### src/rtl/csl_pkg.sv
// Shared constants for the CSL request queue: ASCII framing bytes, parser
// states and the destination unit table (letter plus start/end/prev nodes).
package csl_pkg;

  localparam logic [7:0] CH_C    = 8'h43;
  localparam logic [7:0] CH_S    = 8'h53;
  localparam logic [7:0] CH_L    = 8'h4C;
  localparam logic [7:0] CH_DASH = 8'h2D;
  localparam logic [7:0] CH_U    = 8'h55;
  localparam logic [7:0] CH_HASH = 8'h23;

  typedef enum logic [2:0] {
    ST_IDLE,
    ST_GOT_C,
    ST_GOT_S,
    ST_GOT_L,
    ST_GOT_D1,
    ST_GOT_UNIT,
    ST_GOT_U,
    ST_GOT_D2
  } parse_state_t;

  // Table order is PU, FU, WU, spare; NUM_UNITS selects a prefix of it.
  localparam logic [7:0] UNIT_LETTER [4] = '{8'h50, 8'h46, 8'h57, 8'h58};
  localparam logic [7:0] UNIT_START  [4] = '{8'd10, 8'd24, 8'd18, 8'd0};
  localparam logic [7:0] UNIT_END    [4] = '{8'd30, 8'd19, 8'd11, 8'd0};
  localparam logic [7:0] UNIT_PREV   [4] = '{8'd28, 8'd18, 8'd12, 8'd0};

endpackage

### src/rtl/csl_req_fifo.sv
// Synchronous FIFO of 1-based unit indices. Occupancy is tracked in an
// explicit counter so full/empty never depend on pointer equality. Also
// reports whether a given value is present in any occupied slot.
module csl_req_fifo
  import csl_pkg::*;
#(
  parameter int DEPTH  = 4,
  parameter int DATA_W = 2,
  localparam int PTR_W = $clog2(DEPTH),
  localparam int CNT_W = $clog2(DEPTH + 1)
) (
  input  logic              clk,
  input  logic              rst_n,
  input  logic              push,
  input  logic              pop,
  input  logic [DATA_W-1:0] wdata,
  input  logic [DATA_W-1:0] match_data,
  output logic [DATA_W-1:0] rdata,
  output logic [CNT_W-1:0]  count,
  output logic              full,
  output logic              empty,
  output logic              match_any
);

  logic [DATA_W-1:0] mem [DEPTH];
  logic [PTR_W-1:0]  wr_ptr;
  logic [PTR_W-1:0]  rd_ptr;
  logic [PTR_W-1:0]  slot_off;
  logic              pop_ok;
  logic              push_ok;

  assign empty   = (count == '0);
  assign full    = (count == CNT_W'(DEPTH));
  assign pop_ok  = pop & ~empty;
  // A pop in the same cycle frees the slot a push into a full queue needs.
  assign push_ok = push & (~full | pop_ok);
  assign rdata   = mem[rd_ptr];

  // Pointers and occupancy; pointers wrap naturally at DEPTH.
  always_ff @(posedge clk or negedge rst_n) begin
    if (!rst_n) begin
      wr_ptr <= '0;
      rd_ptr <= '0;
      count  <= '0;
    end else begin
      if (push_ok) wr_ptr <= wr_ptr + PTR_W'(1);
      if (pop_ok)  rd_ptr <= rd_ptr + PTR_W'(1);
      case ({push_ok, pop_ok})
        2'b10:   count <= count + CNT_W'(1);
        2'b01:   count <= count - CNT_W'(1);
        default: count <= count;
      endcase
    end
  end

  // Entry storage; contents of unoccupied slots are don't-care.
  always_ff @(posedge clk) begin
    if (push_ok) mem[wr_ptr] <= wdata;
  end

  // OR of per-slot compares, restricted to slots holding live entries.
  always_comb begin
    match_any = 1'b0;
    slot_off  = '0;
    for (int i = 0; i < DEPTH; i++) begin
      slot_off = PTR_W'(i) - rd_ptr;
      if ((CNT_W'(slot_off) < count) && (mem[i] == match_data)) match_any = 1'b1;
    end
  end

endmodule

### src/rtl/csl_request_queue.sv
// CSL request queue: parses "CSL-<L>U-#" byte streams from the UART and
// queues decoded unit requests; the queue head drives the path controller.
// Build option: define CSL_DEDUP_EN to silently drop requests whose unit is
// already pending (head included).
module csl_request_queue
  import csl_pkg::*;
#(
  parameter int NODE_W      = 5,
  parameter int QUEUE_DEPTH = 4,
  parameter int NUM_UNITS   = 3,
  localparam int UIDX_W     = $clog2(NUM_UNITS + 1),
  localparam int CNT_W      = $clog2(QUEUE_DEPTH + 1)
) (
  input  logic                 clk,
  input  logic                 rst_n,
  input  logic                 rx_complete,
  input  logic [7:0]           rx_msg,
  input  logic                 task_complete,
  output logic                 req_valid,
  output logic [NUM_UNITS-1:0] go_unit,
  output logic [UIDX_W-1:0]    unit_type,
  output logic [NODE_W-1:0]    csl_start,
  output logic [NODE_W-1:0]    csl_end,
  output logic [NODE_W-1:0]    csl_prev_node_of_end_point,
  output logic [CNT_W-1:0]     queue_count,
  output logic                 overflow
);

`ifdef CSL_DEDUP_EN
  localparam logic DEDUP_EN = 1'b1;
`else
  localparam logic DEDUP_EN = 1'b0;
`endif

  parse_state_t      state_q, state_d;
  logic [UIDX_W-1:0] unit_q, unit_d;
  logic [UIDX_W-1:0] letter_idx;
  logic [UIDX_W-1:0] head_idx;
  logic              letter_hit;
  logic              msg_done;
  logic              push_req;
  logic              dup;
  logic              q_full;
  logic              q_empty;

  // Parser state register; the latched unit index is payload, not control.
  always_ff @(posedge clk or negedge rst_n) begin
    if (!rst_n) state_q <= ST_IDLE;
    else        state_q <= state_d;
  end

  // Latch the decoded unit index while the rest of the frame arrives.
  always_ff @(posedge clk) begin
    unit_q <= unit_d;
  end

  // Parser next state: any mismatch restarts at GOT_C on 'C' so "CCSL-" resyncs.
  always_comb begin
    state_d    = state_q;
    unit_d     = unit_q;
    msg_done   = 1'b0;
    letter_hit = 1'b0;
    letter_idx = '0;
    for (int i = 0; i < NUM_UNITS; i++) begin
      if (rx_msg == UNIT_LETTER[i]) begin
        letter_hit = 1'b1;
        letter_idx = UIDX_W'(i + 1);
      end
    end
    if (rx_complete) begin
      state_d = (rx_msg == CH_C) ? ST_GOT_C : ST_IDLE;
      case (state_q)
        ST_GOT_C:    if (rx_msg == CH_S)    state_d = ST_GOT_S;
        ST_GOT_S:    if (rx_msg == CH_L)    state_d = ST_GOT_L;
        ST_GOT_L:    if (rx_msg == CH_DASH) state_d = ST_GOT_D1;
        ST_GOT_D1: begin
          if (letter_hit) begin
            state_d = ST_GOT_UNIT;
            unit_d  = letter_idx;
          end
        end
        ST_GOT_UNIT: if (rx_msg == CH_U)    state_d = ST_GOT_U;
        ST_GOT_U:    if (rx_msg == CH_DASH) state_d = ST_GOT_D2;
        ST_GOT_D2: begin
          if (rx_msg == CH_HASH) begin
            state_d  = ST_IDLE;
            msg_done = 1'b1;
          end
        end
        default: ;
      endcase
    end
  end

  assign push_req = msg_done & ~(DEDUP_EN & dup);

  csl_req_fifo #(
    .DEPTH  (QUEUE_DEPTH),
    .DATA_W (UIDX_W)
  ) u_fifo (
    .clk        (clk),
    .rst_n      (rst_n),
    .push       (push_req),
    .pop        (task_complete),
    .wdata      (unit_q),
    .match_data (unit_q),
    .rdata      (head_idx),
    .count      (queue_count),
    .full       (q_full),
    .empty      (q_empty),
    .match_any  (dup)
  );

  // Sticky drop flag: push into a full queue with no simultaneous pop.
  always_ff @(posedge clk or negedge rst_n) begin
    if (!rst_n) overflow <= 1'b0;
    else if (push_req && q_full && !(task_complete && !q_empty)) overflow <= 1'b1;
  end

  assign req_valid = ~q_empty;

  // Head decode: one-hot go and table node lookup, all zero when empty.
  always_comb begin
    go_unit                    = '0;
    unit_type                  = '0;
    csl_start                  = '0;
    csl_end                    = '0;
    csl_prev_node_of_end_point = '0;
    if (req_valid) begin
      unit_type = head_idx;
      for (int i = 0; i < NUM_UNITS; i++) begin
        if (head_idx == UIDX_W'(i + 1)) begin
          go_unit[i]                 = 1'b1;
          csl_start                  = NODE_W'(UNIT_START[i]);
          csl_end                    = NODE_W'(UNIT_END[i]);
          csl_prev_node_of_end_point = NODE_W'(UNIT_PREV[i]);
        end
      end
    end
  end

endmodule

### config.mk
export PLATFORM = sky130hd
export DESIGN_NAME = csl_request_queue
export DESIGN_NICKNAME = d
export VERILOG_FILES = /design/src/rtl/csl_pkg.sv /design/src/rtl/csl_req_fifo.sv /design/src/rtl/csl_request_queue.sv
export SDC_FILE = /design/constraint.sdc
export NUM_CORES = 1
export LEC_CHECK = 0
export BUFFER_PORTS_ARGS = -buffer_cell sky130_fd_sc_hd__buf_2
export CORE_UTILIZATION = 58
export CTS_BUF_LIST = sky130_fd_sc_hd__clkbuf_8 sky130_fd_sc_hd__clkbuf_16
export CTS_CLUSTER_DIAMETER = 120
export DETAILED_ROUTE_END_ITERATION = 8
export GPL_TIMING_DRIVEN = 0
export PLACE_DENSITY = 0.85
export SLEW_MARGIN = 20
export SYNTH_ARGS = -nofsm -noshare
export SYNTH_HDL_FRONTEND = slang
export SYNTH_HIERARCHICAL = 1
export SYNTH_SLANG_ARGS = --single-unit
### constraint.sdc
create_clock -name clk -period 6.9 [get_ports clk]
set_input_delay 1.38 -clock clk [delete_from_list [all_inputs] [get_ports clk]]
set_output_delay 1.38 -clock clk [all_outputs]
set_load 0.02 [all_outputs]
Word-level counts from Yosys, hierarchy flattened. Memories as Yosys holds them, arrays and structs flattened. Cells that the tools add are included.

Flip-flop bits (word level): 13. RAM bits: 8. Input bits: 12. Output and inout bits: 25. Memories: 1.

Add/sub/neg operators: 4. Equal/unequal tests: 22. Muxes and demuxes: 37. Bitwise gates (word level): 5. Reduce and logical (&&, ||, !) cells: 9.

Memory list: u_fifo.mem (words 4, width 2, read ports 1, clocked after memory_dff 0, wr ports 1, line csl_req_fifo.sv:25) `logic [DATA_W-1:0] mem [DEPTH];`.

Operators with widths (count): $eq 8x7->1 const B (7); $mux 5 (11); $pmux 3 s7 (1); $eq 8x6->1 const B (2); $eq 3x3->1 const B (5); $mux 1 (15); $mux 3 (5); $eq 2x2->1 const B (3); $eq 3x2->1 const B (2); $mux 2 (3); $pmux 3 s2 (1); $add 2x1->2 const B (2); $eq 2x1->1 const B (2); $mux 4 (1); $add 3x1->3 const B (1); $eq 3x1->1 const B (1); $logic_and 1x1->1 (3); $logic_not 3->1 (1); $reduce_and 3->1 (1); $sub 3x1->3 const B (1); $and 1x1->1 (2); $logic_not 1->1 (2); $not 1->1 (2); $reduce_bool 2->1 (1); 2 further kinds (2).

Logic depth before layout (Yosys ltp). Gate-level depths: netlist of the first run.

Depth in word-level cells: 7. Gate-level depth with buffers: 12.

Cells and area by module. The synthesis of the first run kept the hierarchy.

Modules (own cells, without submodules): csl_req_fifo (times used 1, cells each 77, area an instance 952.2 um^2, seq. area each 415.4 um^2); csl_request_queue (times used 1, cells each 81, area an instance 686.9 um^2, seq. area each 160.2 um^2).

Worst setup path after synthesis of the first run. Ideal clock, no wire load.

Path kind: flip-flop to output port. From: reg u_fifo.rd_ptr[0]. To: out csl_prev_node_of_end_point[2]. Arrival: 2.109 ns. Required time: 5.520 ns. Setup slack: 3.411 ns. Cell stages (with the launch flop): 8. Path buffers: 2. Cell sequence: dfrtp_1 > buf_2 > mux4_2 > inv_1 > ha_1 > nor2b_1 > or2_2 > buf_4.

Cells in the longest elaborated chain, start to end: 6.

Ends and longest elaborated chain: from (decl) (line csl_req_fifo.sv:27) `logic [PTR_W-1:0] rd_ptr;`; from (signal assigned) (line csl_req_fifo.sv:47) `if (pop_ok) rd_ptr <= rd_ptr + PTR_W'(1);`; $mem_v2 4x2 (*); named net head_idx[1] (line csl_request_queue.sv:38) `logic [UIDX_W-1:0] head_idx;`; $eq 2x1->1 (line csl_request_queue.sv:132) `if (head_idx == UIDX_W'(i + 1)) begin`; $mux 5 (2 in series) (line csl_request_queue.sv:132); $mux 5 (*) (line csl_request_queue.sv:132); $mux 5 (*) (line csl_request_queue.sv:129) `if (req_valid) begin`; to (decl) (line csl_request_queue.sv:24) `output logic [NODE_W-1:0] csl_prev_node_of_end_point,`.

Mark *: on every way through the listed nets, which the timed path passes. The rest lies on a longest branch.

Worst setup path in the final report of the first run.
From: reg u_fifo.count[0]. To: out csl_prev_node_of_end_point[3].

Cells in the longest elaborated chain, start to end: 2.

Ends and longest elaborated chain: from (decl) (line csl_req_fifo.sv:19) `output logic [CNT_W-1:0] count,`; from (signal assigned) (line csl_req_fifo.sv:49) `2'b10: count <= count + CNT_W'(1);`; from (signal assigned) (line csl_req_fifo.sv:50) `2'b01: count <= count - CNT_W'(1);`; from (signal assigned) (line csl_req_fifo.sv:51) `default: count <= count;`; $logic_not 3->1 (line csl_req_fifo.sv:32) `assign empty = (count == '0);`; named net q_empty (line csl_request_queue.sv:44) `logic q_empty;`; $mux 5 (line csl_request_queue.sv:129).

The timed path passes the listed nets, and every way through them passes these cells.

==> results.toml, run 1 <==
[run_status]
status = "finished, final reports clean"

[pwr]
ir_worst_vdd_v = 0.000404
p_per_area_nw_per_um2 = 396
switching_share_pct = 45.2
seq_power_share_pct = 24.9
internal-power_uw = 360
power.leakage_uw = 0.000772
p_sw_uw = 297
comb_power_share_pct = 63.3
p_clk_share_pct = 11.8

[cts]
cts_sinks = 21
holdBufCountCts = 0
cts-resized-gates = 0
cts_tree = "done"
clkSlewWorstSetupHoldPaths_ns = 0.07
clk_latency_ns = 0.25
post_cts_buffers = 0
htreeDepth = 1
cts_root_buf = "clkbuf_8"
numCtsBuffers = 3
clock_tree.buffer_depth = 2

[finish]
areaGrowthSynthToFinish_pct = 16.8
multiInputGateArea_um2 = 706
nFillCells = 171
drive_gt1_share_pct = 38.9
diodes = 0
regArea_um2 = 576
final_util_pct = 73.5
final_nets = 191

[critical_path]
slowest_delay_ns = 0.83
critPathMaxFanout = 10
timing.rr.start = "u_fifo/count[0]"
reg2reg_depth = 6
crit_family = "simple AND/OR/NAND/NOR gates"
crit_chain = "nor3_1 -> nor2b_1 -> or2_2 -> buf_4 -> buf_2"
worst-path-buf-inv = 2
worst_setup_path_start_kind = "flop"
crit_required_ns = 5.52
critPathCaptureType = "primary output"
rrSetupSlack_ns = 4.51
critical_path_class = "flop to primary output"
rr_endpoint = "u_fifo/count[1]"
arrival_ns = 2.34
slowest_stage = "nor3_1"

[sta]
worst_pin_slew_ns = 1.01
maxSlewHeadroom_pct = 31.9
final.setup.tns_ns = 0
setup_viol = 0
fin_crit_sh_pct = 54.0
hold_viol_final = 0
skew_ns = 0.00199
rsz0062_at_grt = "false"
timing.final.max_slew_violations = 0
fin_crit_ns = 3.72
timing.fmax_ghz = 0.269

[synthesis]
yosysWarnings = 6
netlist_instances = 131
syn_area_um2 = 1420
syn_avg_cell_area_um2 = 10.8

[die]
core.rowCount = 17
ioPinCount = 37
initial_core_util_pct = 62.9
die_x_um = 51.5
die_h_um = 51.5
coreArea_um2 = 2250
die_area_um2 = 2650

[route]
remaining_drc_errors = 0
post_drt_wl_per_cell_um = 13.3
ant_nets = 0
vias = 1068
firstDrtPassIters = 4
viasPerCell = 5.48
wl_um = 2600
drtIter0Drc = 24

[placed_design]
dpl.hpwl_um = 2140
numPortBuffers = 30
gp_congestion = 0.909

[grt]
antenna_found_initial = 0
grt_usage_pct = 22.5
grt.overflow.total = 0
grt_pass1_vias = 1026
grt_max_degree = 13
grt_pass1_wl_um = 4370

[worst_hold_path]
hp-class = "flop to flop"
hold_depth = 1
hold_start = "overflow"
min_to = "overflow"

[flow_run]
max-cap-violations = 0
## metal layers
layer	vias to the layer above	routed length, um	part of all wire (%)	GRT usage (%)
met2	46	1520	59	45.7
met1	505	938	36	23.1
met5	-	0	0	0
met3	2	121	4.7	2.38
met4	0	15	0.58	7.21
li1	515	-	-	-
## worst max path at each step
stage / start / end / slack, ns / cells after the start
final: u_fifo/count[0] / csl_prev_node_of_end_point[3] / 3.18 / 5
after global routing: u_fifo/count[0] / csl_start[1] / 3.00 / 5
after CTS: u_fifo/count[0] / csl_prev_node_of_end_point[3] / 3.15 / 5
after detailed placement: rx_msg[4] / u_fifo/count[2] / 3.41 / 12
after global placement: rx_msg[4] / u_fifo/count[2] / 3.49 / 12
after floorplan: u_fifo/rd_ptr[0] / csl_prev_node_of_end_point[2] / 3.46 / 7
## flip-flops by register name, summed over array words and instances (netlist names)
| register | count |
|---|---|
| u_fifo/wr_ptr | 2 |
| overflow | 1 |
| state_q | 3 |
| u_fifo/count | 3 |
| u_fifo/rd_ptr | 2 |
| unit_q | 2 |
| u_fifo/mem | 8 |
## stage by stage
stage / cell area (um^2) / hold WS (ns) / total power, uW / setup WS [ns] / cells
2_1_floorplan: 1430 / 0.459 / 470 / 3.46 / 133
3_3_place_gp: 1610 / 0.448 / 569 / 3.49 / 191
3_5_place_dp: 1610 / 0.481 / 586 / 3.41 / 191
4_1_cts: 1660 / 0.497 / 664 / 3.15 / 195
5_1_grt: 1660 / 0.511 / 707 / 3.00 / 195
6_report: 1660 / 0.500 / 657 / 3.18 / 195
## worst reg2reg max path: cells and delay by family, from the launching register on
kind / cells / cell delay [ns]
simple gates: 2 / 0.98
buf+inv: 1 / 0.07
flops: 1 / 0.43
mux: 1 / 0.14
fa+ha+maj: 2 / 0.69
## final cells by class
type / instances / share of cell area, %
inverters: 11 / 2.49
clock inverters: 1 / 0.302
multi-input cells: 87 / 42.6
repair buffers: 30 / 9.06
plain buffers: 14 / 6.26
flip-flops and latches: 21 / 34.7
clock buffers: 3 / 2.49
well taps: 28 / 2.11
## power groups by stage
stage          Clock, uW  Combinational (uW)  Sequential, uW
2_1_floorplan          0                 296             174
3_3_place_gp           0                 405             164
3_5_place_dp           0                 420             166
4_1_cts             79.9                 420             164
5_1_grt             85.0                 455             167
6_report            77.5                 416             164
## cell usage in the layout (no fill, tap or decap), types with 2 or more instances in the layout
cell,count
a21oi_1,2
and2_2,4
buf_2,31
buf_4,11
clkbuf_8,3
conb_1,3
dfrtp_1,11
edfxtp_1,10
ha_1,10
inv_1,10
mux4_2,2
nand2_1,4
nand3_1,5
nand3_2,2
nand4_1,3
nor2_1,9
nor2b_1,7
nor3b_1,2
nor4b_2,2
o22a_1,2
or2_2,2
xnor2_1,5
xor2_1,2
(Power assumes the default switching activity.)
==> run 2: changes to the inputs <==
CORE_UTILIZATION = 54   (was 58)
PLACE_DENSITY = 0.8   (was 0.85)
clock period = 3.81 ns   (was 6.9 ns; I/O delays follow)
==> run 2 against run 1 <==
Compared with the run above:
- clock skew up 0.0013 ns
- design area about the same
- global-route usage down 3.2 points
- utilization down 6.6 points
- register-to-register slack worse by 3.1 ns
- sequential share of layout area about the same
- die area up 7.1%
- cell count up 1.0%
- worst hold slack worse by 0.13 ns
- routed wire length down 4.7%
- count of clock-buffer cells in the layout unchanged
- combinational power up 81%
==> results.toml, run 2 (synthesized netlist as in run 1, its figures left out) <==
[cts]
clk_latency_ns = 0.25
cts_root_buf = "clkbuf_8"
cts-resized-gates = 0
clkSlewWorstSetupHoldPaths_ns = 0.07
post_cts_buffers = 0
htreeDepth = 1
clock_tree.buffer_depth = 2
cts_tree = "done"
cts_sinks = 21
numCtsBuffers = 3
holdBufCountCts = 0

[critical_path]
reg2reg_depth = 8
arrival_ns = 2.36
worst-path-buf-inv = 2
timing.rr.start = "u_fifo/count[0]"
critPathCaptureType = "primary output"
crit_family = "simple AND/OR/NAND/NOR gates"
critical_path_class = "flop to primary output"
critPathMaxFanout = 10
crit_chain = "nor3_1 -> nor2b_1 -> or2_2 -> buf_4 -> buf_2"
crit_required_ns = 3.05
rr_endpoint = "u_fifo/count[2]"
rrSetupSlack_ns = 1.36
slowest_delay_ns = 0.85
slowest_stage = "nor3_1"
worst_setup_path_start_kind = "flop"

[pwr]
ir_worst_vdd_v = 0.000624
power.leakage_uw = 0.000774
p_per_area_nw_per_um2 = 714

[route]
remaining_drc_errors = 0
viasPerCell = 5.22
firstDrtPassIters = 4
drtIter0Drc = 14
vias = 1029
wl_um = 2480
post_drt_wl_per_cell_um = 12.6
ant_nets = 0

[flow_run]
max-cap-violations = 0

[grt]
grt_usage_pct = 19.3
grt_max_degree = 12
grt_pass1_vias = 941
grt_pass1_wl_um = 3880
antenna_found_initial = 0
grt.overflow.total = 0

[sta]
worst_pin_slew_ns = 1.04
setup_viol = 0
rsz0062_at_grt = "false"
timing.final.max_slew_violations = 0
fin_crit_sh_pct = 81.9
fin_crit_ns = 3.12
timing.fmax_ghz = 0.321
hold_viol_final = 0
final.setup.tns_ns = 0
skew_ns = 0.00332
maxSlewHeadroom_pct = 30.0
setup_ws_ns = 0.691

[placed_design]
post_dp_cell_area_um2 = 1610
numPortBuffers = 30
dp.cells = 193
gp_congestion = 0.846
pre_cts_ws_ns = 0.934
dpl.hpwl_um = 2040

[finish]
mostFrequentLayoutCell = "buf_2"
drive_gt1_share_pct = 38.3
nFillCells = 217
multiInputGateArea_um2 = 706
areaGrowthSynthToFinish_pct = 16.9
largest_reg_flops = 8
diodes = 0
final_cells = 197
top_register = "u_fifo/mem"
fin_area_um2 = 1660
final_cell_mix = "buf_2, inv_1, buf_4, dfrtp_1"
regArea_um2 = 576
final_nets = 191
reg_top3 = "u_fifo/mem (8), state_q (3), u_fifo/count (3)"

[die]
core.rowCount = 18
die_area_um2 = 2840
die_h_um = 53.3
coreArea_um2 = 2480
die_x_um = 53.3
initial_core_util_pct = 57.3
ioPinCount = 37

[run_status]
status = "finished, final reports clean"

[worst_hold_path]
hp-class = "input port to async pin"
==> run 2: cell type report <==
| type | instances | share of cell area [%] |
|---|---|---|
| Sequential cell | 21 | 34.7 |
| Multi-Input combinational cell | 87 | 42.5 |
| Tap cell | 30 | 2.26 |
| Inverter | 11 | 2.49 |
| Timing Repair Buffer | 30 | 9.05 |
| Clock inverter | 1 | 0.226 |
| Clock buffer | 3 | 2.49 |
| Buffer | 14 | 6.26 |
==> run 2: how the worst max path moves through the flow <==
stage | from | end | slack [ns] | depth (start not counted)
2_1_floorplan | u_fifo/rd_ptr[0] | csl_prev_node_of_end_point[2] | 0.99 | 7
3_3_place_gp | rx_msg[4] | u_fifo/count[2] | 1.01 | 12
3_5_place_dp | u_fifo/count[0] | csl_prev_node_of_end_point[3] | 0.93 | 5
4_1_cts | u_fifo/count[0] | csl_prev_node_of_end_point[3] | 0.64 | 5
5_1_grt | u_fifo/count[0] | csl_prev_node_of_end_point[3] | 0.54 | 5
6_report | u_fifo/count[0] | csl_prev_node_of_end_point[3] | 0.69 | 5
==> run 2: metal layers <==
| metal | vias up | global-route usage, % | part of all wire [%] |
|---|---|---|---|
| li1 | 515 | - | - |
| met1 | 481 | 20.5 | 41 |
| met2 | 31 | 38.3 | 54 |
| met3 | 2 | 1.72 | 4.1 |
| met4 | 0 | 6.58 | 0.73 |
| met5 | - | 0 | 0 |
==> run 2: stage by stage <==
| step | utilization (%) | hold WS, ns | power, uW |
|---|---|---|---|
| after floorplan | - | 0.459 | 851 |
| after global placement | 65.2 | 0.448 | 1030 |
| after detailed placement | 65.2 | 0.466 | 1060 |
| after CTS | 67.0 | 0.367 | 1200 |
| after global routing | 67.0 | 0.371 | 1280 |
| final | 67.0 | 0.365 | 1190 |
==> run 2: report_power, final <==
part	switching, uW	internal (uW)
Sequential	28.7	267
Combinational	438	315
Clock	65.3	71.6
==> run 3: changes to the inputs <==
ABC_AREA = 1   (was not set)
CORE_UTILIZATION = 55   (was 54)
clock period = 3.22 ns   (was 3.81 ns; I/O delays follow)
==> run 3 against run 2 <==
Compared with the run above:
- routed wire length is 3.0% higher
- via count up 19%
- critical path depth rose by 6
- register-to-register slack worse by 0.25 ns
- critical path type unchanged
- largest cell class unchanged
==> results.toml, run 3 <==
[sta]
timing.fmax_ghz = 0.350
hold_viol_final = 0
timing.final.max_slew_violations = 0
fin_crit_ns = 2.85
fin_crit_sh_pct = 88.7
rsz0062_at_grt = "false"
final.setup.tns_ns = 0
setup_viol = 0
skew_ns = 0.00494

[finish]
final_nets = 257
top_register = "u_fifo/mem"
final_cell_mix = "nand2_1, inv_1, buf_2"
areaGrowthSynthToFinish_pct = 16.9
mostFrequentLayoutCell = "nand2_1"
drive_gt1_share_pct = 31.8
reg_top3 = "u_fifo/mem (8), state_q (3), u_fifo/count (3)"
final_util_pct = 70.2
largest_reg_flops = 8
diodes = 0

[route]
viasPerCell = 4.64
ant_nets = 0
firstDrtPassIters = 3
remaining_drc_errors = 0
post_drt_wl_per_cell_um = 9.69
wl_um = 2550
drtIter0Drc = 21
vias = 1221

[pwr]
comb_power_share_pct = 65.7
internal-power_uw = 788
switching_share_pct = 49.4
ir_worst_vdd_v = 0.00107
power.leakage_uw = 0.000940
seq_power_share_pct = 23.3
p_per_area_nw_per_um2 = 873
p_sw_uw = 770
p_clk_share_pct = 11.0

[synthesis]
syn_area_um2 = 1530
netlist_instances = 194
syn_avg_cell_area_um2 = 7.87
yosysWarnings = 6

[worst_hold_path]
hp-class = "input port to async pin"

[die]
initial_core_util_pct = 60.0
die_x_um = 54.7
core.rowCount = 18
die_area_um2 = 2990
coreArea_um2 = 2540
ioPinCount = 37
die_h_um = 54.7

[cts]
cts_root_buf = "clkbuf_8"
holdBufCountCts = 0
clk_latency_ns = 0.26
clock_tree.buffer_depth = 2
clkSlewWorstSetupHoldPaths_ns = 0.08
cts-resized-gates = 0
numCtsBuffers = 3
htreeDepth = 1
cts_tree = "done"
cts_sinks = 21
post_cts_buffers = 0

[grt]
grt_usage_pct = 19.2
grt_pass1_vias = 1021
grt_pass1_wl_um = 3970
grt.overflow.total = 0
antenna_found_initial = 0
grt_max_degree = 14

[critical_path]
critPathCaptureType = "primary output"
cp_common_cell = "inv_1"
crit_chain = "inv_1 -> nand2_1 -> o21ai_0 -> a21oi_1 -> o21ai_0 -> inv_1 -> ha_1 -> inv_1 -> nor2_1 -> buf_4 -> buf_2"
crit_family = "buffers and inverters"
crit_required_ns = 2.58
worst_setup_path_start_kind = "flop"
slowest_delay_ns = 0.41
worst-path-buf-inv = 5
arrival_ns = 2.21
critPathMaxFanout = 4
slowest_stage = "dfrtp_1"
critical_path_class = "flop to primary output"

[placed_design]
gp_congestion = 0.723
numPortBuffers = 33
dpl.hpwl_um = 2130

[flow_run]
max-cap-violations = 0

[run_status]
status = "finished, final reports clean"
-- run 3: changes by cell type in the layout (fill, tap and decap cells not counted), moves of 7 or more --
| cell | before | now |
|---|---|---|
| nand2_1 | 4 | 37 |
| inv_1 | 11 | 35 |
| nor2_1 | 9 | 24 |
| nor2b_1 | 7 | 0 |
| nand2_2 | 0 | 7 |
-- run 3: cell type report --
cell class                 count  area [um^2]
clock buffer                   3         41.3
tap                           30         37.5
timing repair buffer          33          165
sequential                    21          576
fill                         218          759
inverter                      40          150
buffer                        11         78.8
clock inverter                 1         6.26
multi-input combinational    124          731
-- run 3: path summary, 6_finish.rpt --
check,start,end,slack [ns],cells past startpoint
setup / recovery,u_fifo/rd_ptr[0],csl_prev_node_of_end_point[4],0.37,11
hold / removal,rst_n,overflow,0.23,1
setup reg to reg,u_fifo/count[1],u_fifo/count[2],1.11,9
hold reg to reg,overflow,overflow,0.46,2
max in group asynchronous,rst_n,u_fifo/count[0],2.78,1
min in group clk,overflow,overflow,0.46,2
-- run 3: power groups by stage --
stage | sequential (uW) | combinational, uW | clock (uW)
6_report | 363 | 1020 | 171
5_1_grt | 369 | 1160 | 187
4_1_cts | 364 | 1030 | 175
3_5_place_dp | 369 | 1030 | 0
3_3_place_gp | 364 | 1000 | 0
2_1_floorplan | 383 | 727 | 0
-- run 3: metal layers --
metal  vias to the layer above  part of all wire [%]  global-route usage (%)
met4                         0                   1.1                    7.69
met3                         3                   3.0                    3.33
met5                         -                     0                       0
met1                       546                    44                    20.2
met2                        21                    52                    36.7
li1                        651                     -                       -
-- run 3: stage by stage --
stage | instance area [um^2] | power (uW) | hold slack [ns] | setup slack, ns | cells
3_3_place_gp | 1740 | 1370 | 0.441 | 0.718 | 259
5_1_grt | 1790 | 1710 | 0.243 | 0.122 | 263
2_1_floorplan | 1540 | 1110 | 0.348 | 0.697 | 196
4_1_cts | 1790 | 1570 | 0.239 | 0.376 | 263
3_5_place_dp | 1740 | 1400 | 0.449 | 0.669 | 259
6_report | 1790 | 1560 | 0.235 | 0.365 | 263
